`src/rtl/sram_bridge_if.sv`:
```
// rtl/sram_bridge_if.sv - core byte bus and asynchronous SRAM pin bundle for sram_bridge
interface sram_bridge_if;
  logic [19:0] cpu_address;
  logic [7:0]  cpu_out;
  logic        cpu_we;
  logic [7:0]  cpu_in;
  logic        cpu_ce;
  logic [18:0] sram_addr;
  logic [15:0] sram_dq_i;
  logic [15:0] sram_dq_o;
  logic        sram_dq_oe;
  logic        sram_we_n;
  logic        sram_oe_n;
  logic        sram_lb_n;
  logic        sram_ub_n;

  modport master (
    output cpu_address, cpu_out, cpu_we, sram_dq_i,
    input  cpu_in, cpu_ce, sram_addr, sram_dq_o, sram_dq_oe,
    input  sram_we_n, sram_oe_n, sram_lb_n, sram_ub_n
  );

  modport slave (
    input  cpu_address, cpu_out, cpu_we, sram_dq_i,
    output cpu_in, cpu_ce, sram_addr, sram_dq_o, sram_dq_oe,
    output sram_we_n, sram_oe_n, sram_lb_n, sram_ub_n
  );
endinterface

```
`src/rtl/sram_bridge.sv`:
```
// rtl/sram_bridge.sv - core byte bus to 16-bit async SRAM bridge with wait states
// Optional single-word read cache enabled by defining SRAM_BRIDGE_CACHE_EN.
module sram_bridge #(
  parameter int WAIT_STATES = 1
) (
  input  logic          clock,
  input  logic          reset_n,
  sram_bridge_if.slave  bus
);

  typedef enum logic [2:0] {
    IDLE, RD_SETUP, RD_WAIT, WR_SETUP, WR_PULSE, WR_HOLD, READY
  } state_t;

  localparam logic [3:0] WR_LOAD = 4'(WAIT_STATES);
  localparam logic [3:0] RD_LOAD = (WAIT_STATES == 0) ? 4'd0 : 4'(WAIT_STATES - 1);

  state_t      state, state_nxt;
  logic [18:0] lat_addr;
  logic        lat_lane;
  logic        lat_we;
  logic [7:0]  lat_data;
  logic [15:0] word_q;
  logic        tag_valid;
  logic [3:0]  wait_cnt;
  logic        hit;
  logic        start;
  logic        rd_done;
  logic        wr_done;
  logic        in_rd;
  logic        in_wr;
`ifdef SRAM_BRIDGE_CACHE_EN
  logic [18:0] word_tag;
  logic        word_valid;
`endif

  // Writes only ever hit on the exact byte tag so a held write keeps cpu_ce high without repeating.
  always_comb begin
    hit = tag_valid && ({bus.cpu_address, bus.cpu_we} == {lat_addr, lat_lane, lat_we});
`ifdef SRAM_BRIDGE_CACHE_EN
    if (!bus.cpu_we)
      hit = word_valid && (bus.cpu_address[19:1] == word_tag);
`endif
  end

  assign start   = (state == IDLE) || ((state == READY) && !hit);
  assign rd_done = ((state == RD_SETUP) && (WAIT_STATES == 0)) ||
                   ((state == RD_WAIT) && (wait_cnt == 4'd0));
  assign wr_done = (state == WR_HOLD);

  always_comb begin
    state_nxt = state;
    case (state)
      IDLE, READY: if (start) state_nxt = bus.cpu_we ? WR_SETUP : RD_SETUP;
      RD_SETUP:    state_nxt = (WAIT_STATES == 0) ? READY : RD_WAIT;
      RD_WAIT:     if (wait_cnt == 4'd0) state_nxt = READY;
      WR_SETUP:    state_nxt = WR_PULSE;
      WR_PULSE:    if (wait_cnt == 4'd0) state_nxt = WR_HOLD;
      WR_HOLD:     state_nxt = READY;
      default:     state_nxt = IDLE;
    endcase
  end

  always_ff @(posedge clock or negedge reset_n) begin
    if (!reset_n) begin
      state     <= IDLE;
      lat_addr  <= '0;
      lat_lane  <= 1'b0;
      lat_we    <= 1'b0;
      lat_data  <= '0;
      word_q    <= '0;
      tag_valid <= 1'b0;
      wait_cnt  <= '0;
`ifdef SRAM_BRIDGE_CACHE_EN
      word_tag   <= '0;
      word_valid <= 1'b0;
`endif
    end else begin
      state <= state_nxt;
      if (start) begin
        lat_addr <= bus.cpu_address[19:1];
        lat_lane <= bus.cpu_address[0];
        lat_we   <= bus.cpu_we;
        lat_data <= bus.cpu_out;
      end
      if ((state_nxt == RD_WAIT) && (state != RD_WAIT))
        wait_cnt <= RD_LOAD;
      else if ((state_nxt == WR_PULSE) && (state != WR_PULSE))
        wait_cnt <= WR_LOAD;
      else if (wait_cnt != 4'd0)
        wait_cnt <= wait_cnt - 4'd1;
      if (rd_done) begin
        word_q    <= bus.sram_dq_i;
        tag_valid <= 1'b1;
`ifdef SRAM_BRIDGE_CACHE_EN
        word_tag   <= lat_addr;
        word_valid <= 1'b1;
`endif
      end
      if (wr_done) begin
        tag_valid <= 1'b1;
`ifdef SRAM_BRIDGE_CACHE_EN
        // Only fold the byte in when it belongs to the cached word; otherwise the cache stays intact.
        if (word_valid && (word_tag == lat_addr)) begin
          if (lat_lane) word_q[15:8] <= lat_data;
          else          word_q[7:0]  <= lat_data;
        end
`else
        if (lat_lane) word_q[15:8] <= lat_data;
        else          word_q[7:0]  <= lat_data;
`endif
      end
    end
  end

  assign in_rd = (state == RD_SETUP) || (state == RD_WAIT);
  assign in_wr = (state == WR_SETUP) || (state == WR_PULSE) || (state == WR_HOLD);

  assign bus.cpu_ce     = (state == READY) && hit;
  assign bus.cpu_in     = bus.cpu_address[0] ? word_q[15:8] : word_q[7:0];
  assign bus.sram_addr  = lat_addr;
  assign bus.sram_dq_o  = {lat_data, lat_data};
  assign bus.sram_dq_oe = in_wr;
  assign bus.sram_we_n  = !(state == WR_PULSE);
  assign bus.sram_oe_n  = !in_rd;
  assign bus.sram_lb_n  = !((in_rd || in_wr) && !lat_lane);
  assign bus.sram_ub_n  = !((in_rd || in_wr) && lat_lane);

endmodule

```
`src/flat_wrapper.sv`:
```
// flat-port wrapper written by rule: the top's interface ports become plain ports
module sram_bridge_flat 
#(
  parameter int WAIT_STATES = 1
)
  (clock, reset_n, bus_cpu_address, bus_cpu_out, bus_cpu_we, bus_sram_dq_i, bus_cpu_in, bus_cpu_ce, bus_sram_addr, bus_sram_dq_o, bus_sram_dq_oe, bus_sram_we_n, bus_sram_oe_n, bus_sram_lb_n, bus_sram_ub_n);
  sram_bridge_if bus_i ();
  input  logic clock;
  input  logic reset_n;
  input wire logic [$bits(bus_i.cpu_address)-1:0] bus_cpu_address;
  input wire logic [$bits(bus_i.cpu_out)-1:0] bus_cpu_out;
  input wire logic [$bits(bus_i.cpu_we)-1:0] bus_cpu_we;
  input wire logic [$bits(bus_i.sram_dq_i)-1:0] bus_sram_dq_i;
  output wire logic [$bits(bus_i.cpu_in)-1:0] bus_cpu_in;
  output wire logic [$bits(bus_i.cpu_ce)-1:0] bus_cpu_ce;
  output wire logic [$bits(bus_i.sram_addr)-1:0] bus_sram_addr;
  output wire logic [$bits(bus_i.sram_dq_o)-1:0] bus_sram_dq_o;
  output wire logic [$bits(bus_i.sram_dq_oe)-1:0] bus_sram_dq_oe;
  output wire logic [$bits(bus_i.sram_we_n)-1:0] bus_sram_we_n;
  output wire logic [$bits(bus_i.sram_oe_n)-1:0] bus_sram_oe_n;
  output wire logic [$bits(bus_i.sram_lb_n)-1:0] bus_sram_lb_n;
  output wire logic [$bits(bus_i.sram_ub_n)-1:0] bus_sram_ub_n;
  assign bus_i.cpu_address = bus_cpu_address;
  assign bus_i.cpu_out = bus_cpu_out;
  assign bus_i.cpu_we = bus_cpu_we;
  assign bus_i.sram_dq_i = bus_sram_dq_i;
  assign bus_cpu_in = bus_i.cpu_in;
  assign bus_cpu_ce = bus_i.cpu_ce;
  assign bus_sram_addr = bus_i.sram_addr;
  assign bus_sram_dq_o = bus_i.sram_dq_o;
  assign bus_sram_dq_oe = bus_i.sram_dq_oe;
  assign bus_sram_we_n = bus_i.sram_we_n;
  assign bus_sram_oe_n = bus_i.sram_oe_n;
  assign bus_sram_lb_n = bus_i.sram_lb_n;
  assign bus_sram_ub_n = bus_i.sram_ub_n;
  sram_bridge #(.WAIT_STATES(WAIT_STATES)) u_core (.clock(clock), .reset_n(reset_n), .bus(bus_i));
endmodule
```
`config.mk`:
```
export PLATFORM = sky130hd
export DESIGN_NAME = sram_bridge_flat
export DESIGN_NICKNAME = d
export VERILOG_FILES = /design/src/rtl/sram_bridge_if.sv /design/src/rtl/sram_bridge.sv /design/src/flat_wrapper.sv
export SDC_FILE = /design/constraint.sdc
export NUM_CORES = 1
export LEC_CHECK = 0
export CORE_MARGIN = 4
export CORE_UTILIZATION = 50
export DETAILED_ROUTE_END_ITERATION = 6
export PLACE_DENSITY = 0.83
export REMOVE_ABC_BUFFERS = 1
export SETUP_SLACK_MARGIN = 0.15
export SLEW_MARGIN = 20
export SYNTH_ARGS = -nofsm -noshare
export SYNTH_HDL_FRONTEND = slang
export SYNTH_SLANG_ARGS = --single-unit
```
`constraint.sdc`:
```
create_clock -name clock -period 2.9 [get_ports clock]
set_input_delay 0.58 -clock clock [delete_from_list [all_inputs] [get_ports clock]]
set_output_delay 0.58 -clock clock [all_outputs]
set_load 0.01 [all_outputs]
```
==> results.tsv, run 1 <==
stage	metric	value	unit
route	drt-pass1-iter-count	7	
timing	hold_viol_final	0	
timing	relSlewSlack	25.6	%
critical_path	end_kind	primary output	
logic_synthesis	yosys.area.top_type	dfrtp_1	
critical_path	critPathKind	in2out	
clock_tree	hold_buffers	0	
floorplan	die_area	0.00846	mm2
logic_synthesis	synthTopCellsByArea	dfrtp_1 (38%), nand3_1 (12%), a222oi_1 (8.2%)	
critical_path	required	2320	ps
timing	max_freq	368	MHz
route	route.detailed.drc	0	
critical_path	crit_chain	clkdlybuf4s50_1 > xor2_1 > nor4_2 > buf_4 > and4_4 > nand3_2 > nor2_2 > buf_2	
logic_synthesis	synth_common_cells	nand3_1 (88), dfrtp_1 (53), a222oi_1 (29), a22o_1 (29), xor2_1 (19)	
route	vias	3529	
route	final_antenna_net_count	0	
timing	setup-tns-final	0	ps
floorplan	io_pins	96	
worst_hold_path	hp-class	in2async	
logic_synthesis	syn-cell-area	0.00352	mm2
logic_synthesis	synth_top_cell_area_share	37.6	%
global_routing	grt_pass1_wl	16800	um
floorplan	core.rowCount	30	
critical_path	r2r_start	u_core.lat_lane$_DFFE_PN0P_	
power_and_ir_drop	vdd_drop_max	0.624	mV
timing	holdWs	307	ps
critical_path	ff2ff_path_depth	13	
global_routing	antenna_found_initial	0	
clock_tree	numClockSinks	53	
critical_path	max_stage_delay	470	ps
critical_path	cp_slowest_cell	clkdlybuf4s50_1	
timing	finalMaxSlewViolations	0	
placed_design	numPortBuffers	95	
floorplan	die_h	92.0	um
timing	fin_crit	2710	ps
timing	worstMarginPinSlew	1120	ps
critical_path	cp-start-kind	primary input	
route	wl_per_cell	18.2	um
logic_synthesis	synth.distinct_cells	45	
logic_synthesis	seq_area_frac_synth	37.6	%
route	wl	10300	um
logic_synthesis	netlist_instances	377	
route	vias_per_cell	6.21	
logic_synthesis	synth_most_common_cell	nand3_1	
timing	fin_crit_sh	93.6	%
timing	finalClockSkew	4.68	ps
global_routing	grt_usage	24.3	%
floorplan	core_area	0.00683	mm2
finish	antennaDiodeCount	0	
clock_tree	root_buffer	clkbuf_8	
power_and_ir_drop	total_power	0.00534	W
timing	setup_viol	0	
flow_run	cap_violations	0	
finish	nets	519	
global_routing	grt_overflow	0	
logic_synthesis	syn_area_per_cell	9.35	um2
logic_synthesis	synth-seq-cells	53	
floorplan	initial_core_util	51.6	%
power_and_ir_drop	p_leak	1.98	nW
route	drtIter0Drc	547	
clock_tree	clockBufferDepth	2	
logic_synthesis	synthArstFlopShare	100	%
logic_synthesis	yosysWarningCount	0	
logic_synthesis	ys.flop_type	dfrtp_1	
placed_design	gp_congestion	0.835	
clock_tree	clkLatencyLatePin	310	ps
global_routing	grt_max_degree	33	
finish	drive_above_1_share	14.8	%
finish	syn2layout_area_growth	35.1	%
critical_path	cp_max_fo	4	
timing	rsz0062_at_grt	true	
global_routing	first_global_vias	3466	
clock_tree	cts_tree	yes	
status	status	finished clean	
placed_design	hpwl	6770	um
clock_tree	clkTransAtPathRegs	100	ps
clock_tree	htree_levels	2	
critical_path	r2r-end	u_core.bus.sram_addr[11]$_DFFE_PN0P_	
critical_path	arrival	2130	ps
critical_path	r2r_slack	460	ps
power_and_ir_drop	powerDensity	1120	mW/mm2
clock_tree	cts_buffers	5	
floorplan	chipWidth	92.0	um
logic_synthesis	synth_edf_count	0	
-- through the flow --
stage / std cells / utilization [%] / cell area, um2 / worst slack, ps
floorplan: 334 / - / 3270 / -818
global placement: 553 / 67.1 / 4580 / -385
detailed placement: 553 / 67.1 / 4580 / -400
CTS: 568 / 69.5 / 4750 / 167
global route: 568 / 69.7 / 4760 / 96.6
finish: 568 / 69.7 / 4760 / 186
-- worst max-delay path by stage --
stage | from | end | depth (start not counted)
global placement | bus_cpu_address[9] | bus_cpu_ce | 8
floorplan | u_core.state[1]$_DFF_PN0_ | u_core.bus.sram_addr[0]$_DFFE_PN0P_ | 5
global route | bus_cpu_address[1] | bus_cpu_ce | 7
detailed placement | bus_cpu_address[9] | bus_cpu_ce | 8
finish | bus_cpu_address[9] | bus_cpu_ce | 8
CTS | bus_cpu_address[8] | bus_cpu_ce | 8
-- power breakdown --
group          total [W]  internal (W)  leakage (nW)  switching [W]
combinational    0.00329       0.00173          1.34        0.00156
clock           0.000523      0.000259        0.0543       0.000264
sequential       0.00153       0.00110         0.585       0.000428
-- cells by family after synthesis --
kind of cell | count (synthesis) | share of synthesized area, %
XOR/XNOR | 23 | 5.72
flip-flops | 53 | 37.6
adder cells (fa/ha/maj) | 1 | 0.355
AND/OR/NAND/NOR | 144 | 21.4
buffers and inverters | 46 | 7.63
multiplexers | 24 | 7.10
AO/OA/AOI/OAI | 86 | 20.2
-- area by class of cell --
cell class                      instances  area, um2
Multi-Input combinational cell        278       1960
Tap cell                               96        120
Timing Repair Buffer                  130       1230
Inverter                                3       11.3
Fill cell                             557       2070
Sequential cell                        53       1330
Clock inverter                          3       46.3
Clock buffer                            5       68.8
-- worst max-delay path: cells and delay by family --
kind	cells	cell delay, ps
and+or+nand+nor	4	600
buffers and inverters	3	770
xor gates and xnor gates	1	180
-- layer usage --
| metal | wire (um) | GRT usage [%] | vias up |
|---|---|---|---|
| met5 | 0 | 0 | - |
| met4 | 176 | 8.29 | 0 |
| met3 | 839 | 4.10 | 15 |
| met2 | 5130 | 40.7 | 184 |
| met1 | 4170 | 31.9 | 1705 |
| li1 | - | - | 1625 |
-- layout by cell type, fill, tap and decap left out, types with 11 or more instances in the layout --
master and n:
mux2i_1 16, dfrtp_1 52, clkdlybuf4s50_1 83, a21oi_1 11
buf_4 32, nor2_1 14, nand2_1 14, a22o_1 29
xor2_1 19, a222oi_1 29, nand3_1 88
-- what timing repair did --
action,CTS,global route
endpoints found under the setup margin,9,4
gates resized for setup,15,5
setup buffers,7,0
pin swaps,5,1
-- sequential cells by signal, indices dropped and copies added (netlist names) --
register / count
u_core.lat_lane: 1
u_core.lat_data: 8
u_core.word_q: 16
u_core.state: 3
u_core.lat_we: 1
u_core.tag_valid: 1
u_core.bus.sram_addr: 19
u_core.wait_cnt: 4
Power figures use the tool's default switching activity.
==> run 2, diff against run 1 <==
ABC_AREA = 1   (was unset)
PLACE_DENSITY = 0.86   (was 0.83)
SETUP_SLACK_MARGIN = unset   (was 0.15)
==> run 2 against run 1 <==
  * Sequential share of layout area rose by 4.2 points
  * Cell area decreased by 13%
  * Via count is 13% lower
  * Core utilization grew 0.11 points
  * Sequential power down 9%
  * Non-clock buffer count decreased by 25
  * Wire length shrank 20%
  * Die area down 12%
  * Clock power is 18% lower
  * Worst hold slack worse by 18 ps
  * Maximum frequency decreased by 1.2%
  * Critical path type unchanged
  * Largest power group unchanged
==> results.tsv, run 2 <==
stage	metric	value	unit	change
clock_tree	htree_levels	2		unchanged
finish	stdcell_area	0.00413	mm2	-13%
global_routing	first_global_vias	3000		-13%
power_and_ir_drop	powerDensity	1060	mW/mm2	-5.6%
timing	setup_slack	153	ps	-33.1 ps
critical_path	cp-start-kind	primary input		
timing	setup-tns-final	0	ps	unchanged
clock_tree	cts_tree	yes		
global_routing	grt_pass1_wl	13400	um	-20%
placed_design	numPortBuffers	95		unchanged
power_and_ir_drop	total_power	0.00438	W	-18%
timing	max_freq	364	MHz	-1.2%
floorplan	core.rowCount	28		-6.7%
critical_path	cp_slowest_cell	clkdlybuf4s50_1		
logic_synthesis	syn_area_per_cell	7.02	um2	-25%
route	drt-pass1-iter-count	7		unchanged
logic_synthesis	yosys.area.top_type	dfrtp_1		
flow_run	cap_violations	0		unchanged
timing	fin_crit_sh	94.7	%	+1.1 points
critical_path	max_stage_delay	590	ps	+120 ps
critical_path	r2r_start	u_core.wait_cnt[0]$_DFFE_PN0P_		
critical_path	crit_family	buffers and inverters		
finish	final_common_cell	nand2_1		
route	wl_per_cell	13.7	um	-25%
route	wl	8230	um	-20%
route	vias_per_cell	5.08		-18%
finish	drive_above_1_share	7.21	%	-7.6 points
route	final_antenna_net_count	0		unchanged
timing	fin_crit	2750	ps	+33.1 ps
critical_path	required	2320	ps	about the same
finish	syn2layout_area_growth	35.3	%	
placed_design	gp_congestion	0.876		+4.9%
clock_tree	cts_setup_buffers	0		-7
clock_tree	cts_buffers	5		unchanged
power_and_ir_drop	vdd_drop_max	0.750	mV	+20%
worst_hold_path	hp-class	in2async		
global_routing	antenna_found_initial	0		unchanged
timing	relSlewSlack	53.1	%	+27 points
logic_synthesis	netlist_instances	435		+15%
floorplan	chipWidth	86.2	um	-6.3%
global_routing	grt_overflow	0		unchanged
status	status	finished clean		
critical_path	r2r_slack	840	ps	+380 ps
critical_path	arrival	2170	ps	+40 ps
timing	rsz0062_at_grt	false		
floorplan	initial_core_util	51.6	%	about the same
logic_synthesis	synth.distinct_cells	27		-40%
critical_path	critPathKind	in2out		
global_routing	grt_max_degree	56		+70%
critical_path	ff2ff_path_depth	8		-5
finish	antennaDiodeCount	0		unchanged
timing	worstMarginPinSlew	703	ps	-413 ps
logic_synthesis	ys.flop_type	dfrtp_1		
power_and_ir_drop	p_leak	2.08	nW	+5.3%
critical_path	cp_max_fo	8		+4
route	drtIter0Drc	192		-65%
clock_tree	clockBufferDepth	2		unchanged
floorplan	die_area	0.00743	mm2	-12%
timing	finalMaxSlewViolations	0		unchanged
critical_path	cp_num_buf_inv	4		+1
clock_tree	clkLatencyLatePin	310	ps	about the same
logic_synthesis	synth_common_cells	nand2_1 (145), inv_1 (75), dfrtp_1 (53)		
critical_path	end_kind	primary output		
logic_synthesis	synth-seq-cells	53		unchanged
finish	nets	574		+11%
route	vias	3056		-13%
critical_path	cpMostUsedCell	clkdlybuf4s50_1		
floorplan	core_area	0.00592	mm2	-13%
logic_synthesis	synth_most_common_cell	nand2_1		
logic_synthesis	seq_area_frac_synth	43.4	%	+5.8 points
critical_path	crit_chain	clkdlybuf4s50_1 > inv_1 > buf_4 > o21ai_0 > clkdlybuf4s50_1		
clock_tree	root_buffer	clkbuf_8		
floorplan	io_pins	96		unchanged
global_routing	grt_usage	22.5	%	-1.8 points
logic_synthesis	synthTopCellsByArea	dfrtp_1 (43%), nand2_1 (18%), inv_1 (9.2%)		
clock_tree	clkTransAtPathRegs	100	ps	about the same
logic_synthesis	synth_top_cell_area_share	43.4	%	+5.8 points
timing	hold_viol_final	0		unchanged
logic_synthesis	synth_edf_count	0		unchanged
logic_synthesis	syn-cell-area	0.00306	mm2	-13%
placed_design	hpwl	6210	um	-8.2%
finish	fillerInstances	479		-14%
placed_design	dpl_worst_slack	-82.8	ps	+317 ps
route	route.detailed.drc	0		unchanged
finish	mostFrequentLayoutCells	nand2_1 (145), clkdlybuf4s50_1 (93), inv_1 (75)		
logic_synthesis	synthArstFlopShare	100	%	unchanged
timing	setup_viol	0		unchanged
clock_tree	numClockSinks	53		unchanged
finish	largest_reg_flops	19		unchanged
timing	finalClockSkew	7.90	ps	+3.22 ps
placed_design	place_area	0.00404	mm2	-12%
critical_path	r2r-end	u_core.word_q[2]$_DFF_PN0_		
logic_synthesis	yosysWarningCount	0		unchanged
floorplan	die_h	86.2	um	-6.3%
finish	final_util	69.8	%	+0.11 points
-- run 2: changes by cell type after synthesis, sizes merged, moves of 9 or more --
cell / delta
a22o: -29
nand3: -74
xor2: -18
nand2: +132
a222oi: -29
inv: +72
nor2: +26
mux2i: -16
buf: -14
o211ai: +9
a21oi: -9
o21ai: +36
-- run 2: per-layer routing --
| metal | up-vias | global-route usage (%) | part of all wire (%) |
|---|---|---|---|
| li1 | 1512 | - | - |
| met1 | 1388 | 27.6 | 39 |
| met2 | 121 | 39.2 | 51 |
| met3 | 35 | 3.14 | 6.1 |
| met4 | 0 | 10.2 | 3.6 |
| met5 | - | 0 | 0 |
-- run 2: area by class of cell --
type,count,area [um2],share of cell area (%)
clock buffer,5,68.8,1.67
clock inverter,3,22.5,0.545
inverter,75,282,6.81
multi-input combinational,286,1310,31.6
sequential,53,1330,32.1
tap,75,93.8,2.27
timing repair buffer,105,1030,25.0
-- run 2: worst max path at each step --
stage	startpoint	to	slack (ps)	cells past startpoint
2_1_floorplan	u_core.state[0]$_DFF_PN0_	u_core.word_q[11]$_DFF_PN0_	810	4
3_3_place_gp	bus_cpu_address[5]	bus_cpu_ce	-70	10
3_5_place_dp	bus_cpu_address[5]	bus_cpu_ce	-80	10
4_1_cts	u_core.state[0]$_DFF_PN0_	bus_sram_lb_n	80	8
5_1_grt	bus_cpu_address[0]	bus_cpu_in[1]	60	5
6_report	bus_cpu_address[0]	bus_cpu_in[1]	150	5
-- run 2: cells by family (layout without fill, tap and decap cells) --
logic type | Yosys count | in the layout | share of synthesized area (%)
flops | 53 | 53 | 43.4
fa+ha+maj | 1 | 1 | 0.409
compound gates | 67 | 67 | 13.5
simple gates | 217 | 217 | 28.4
buf+inv | 96 | 188 | 14.0
xor+xnor | 1 | 1 | 0.287
-- run 2: timing repair --
action                     in CTS  in global routing
cloned                          0                  0
setup endpoints to repair       1                  2
gates resized for setup         2                  1
hold buffers                    0                  0
-- run 2: per-stage QoR --
step | std cells | hold slack, ps
5_1_grt | 602 | 344
2_1_floorplan | 414 | 284
3_5_place_dp | 594 | 529
6_report | 602 | 288
4_1_cts | 602 | 314
3_3_place_gp | 594 | 520
-- run 2: where the power goes --
part	leakage [nW]	total (W)	internal, W	switching [W]
registers	0.635	0.00139	0.00112	0.000269
logic	1.41	0.00256	0.00117	0.00139
clock network	0.0364	0.000429	0.000170	0.000259
==> run 3, diff against run 2 <==
GPL_ROUTABILITY_DRIVEN = 0   (was unset)
==> results of run 3 <==
No change in the layout: final DEF, timing and power equal those of run 2.
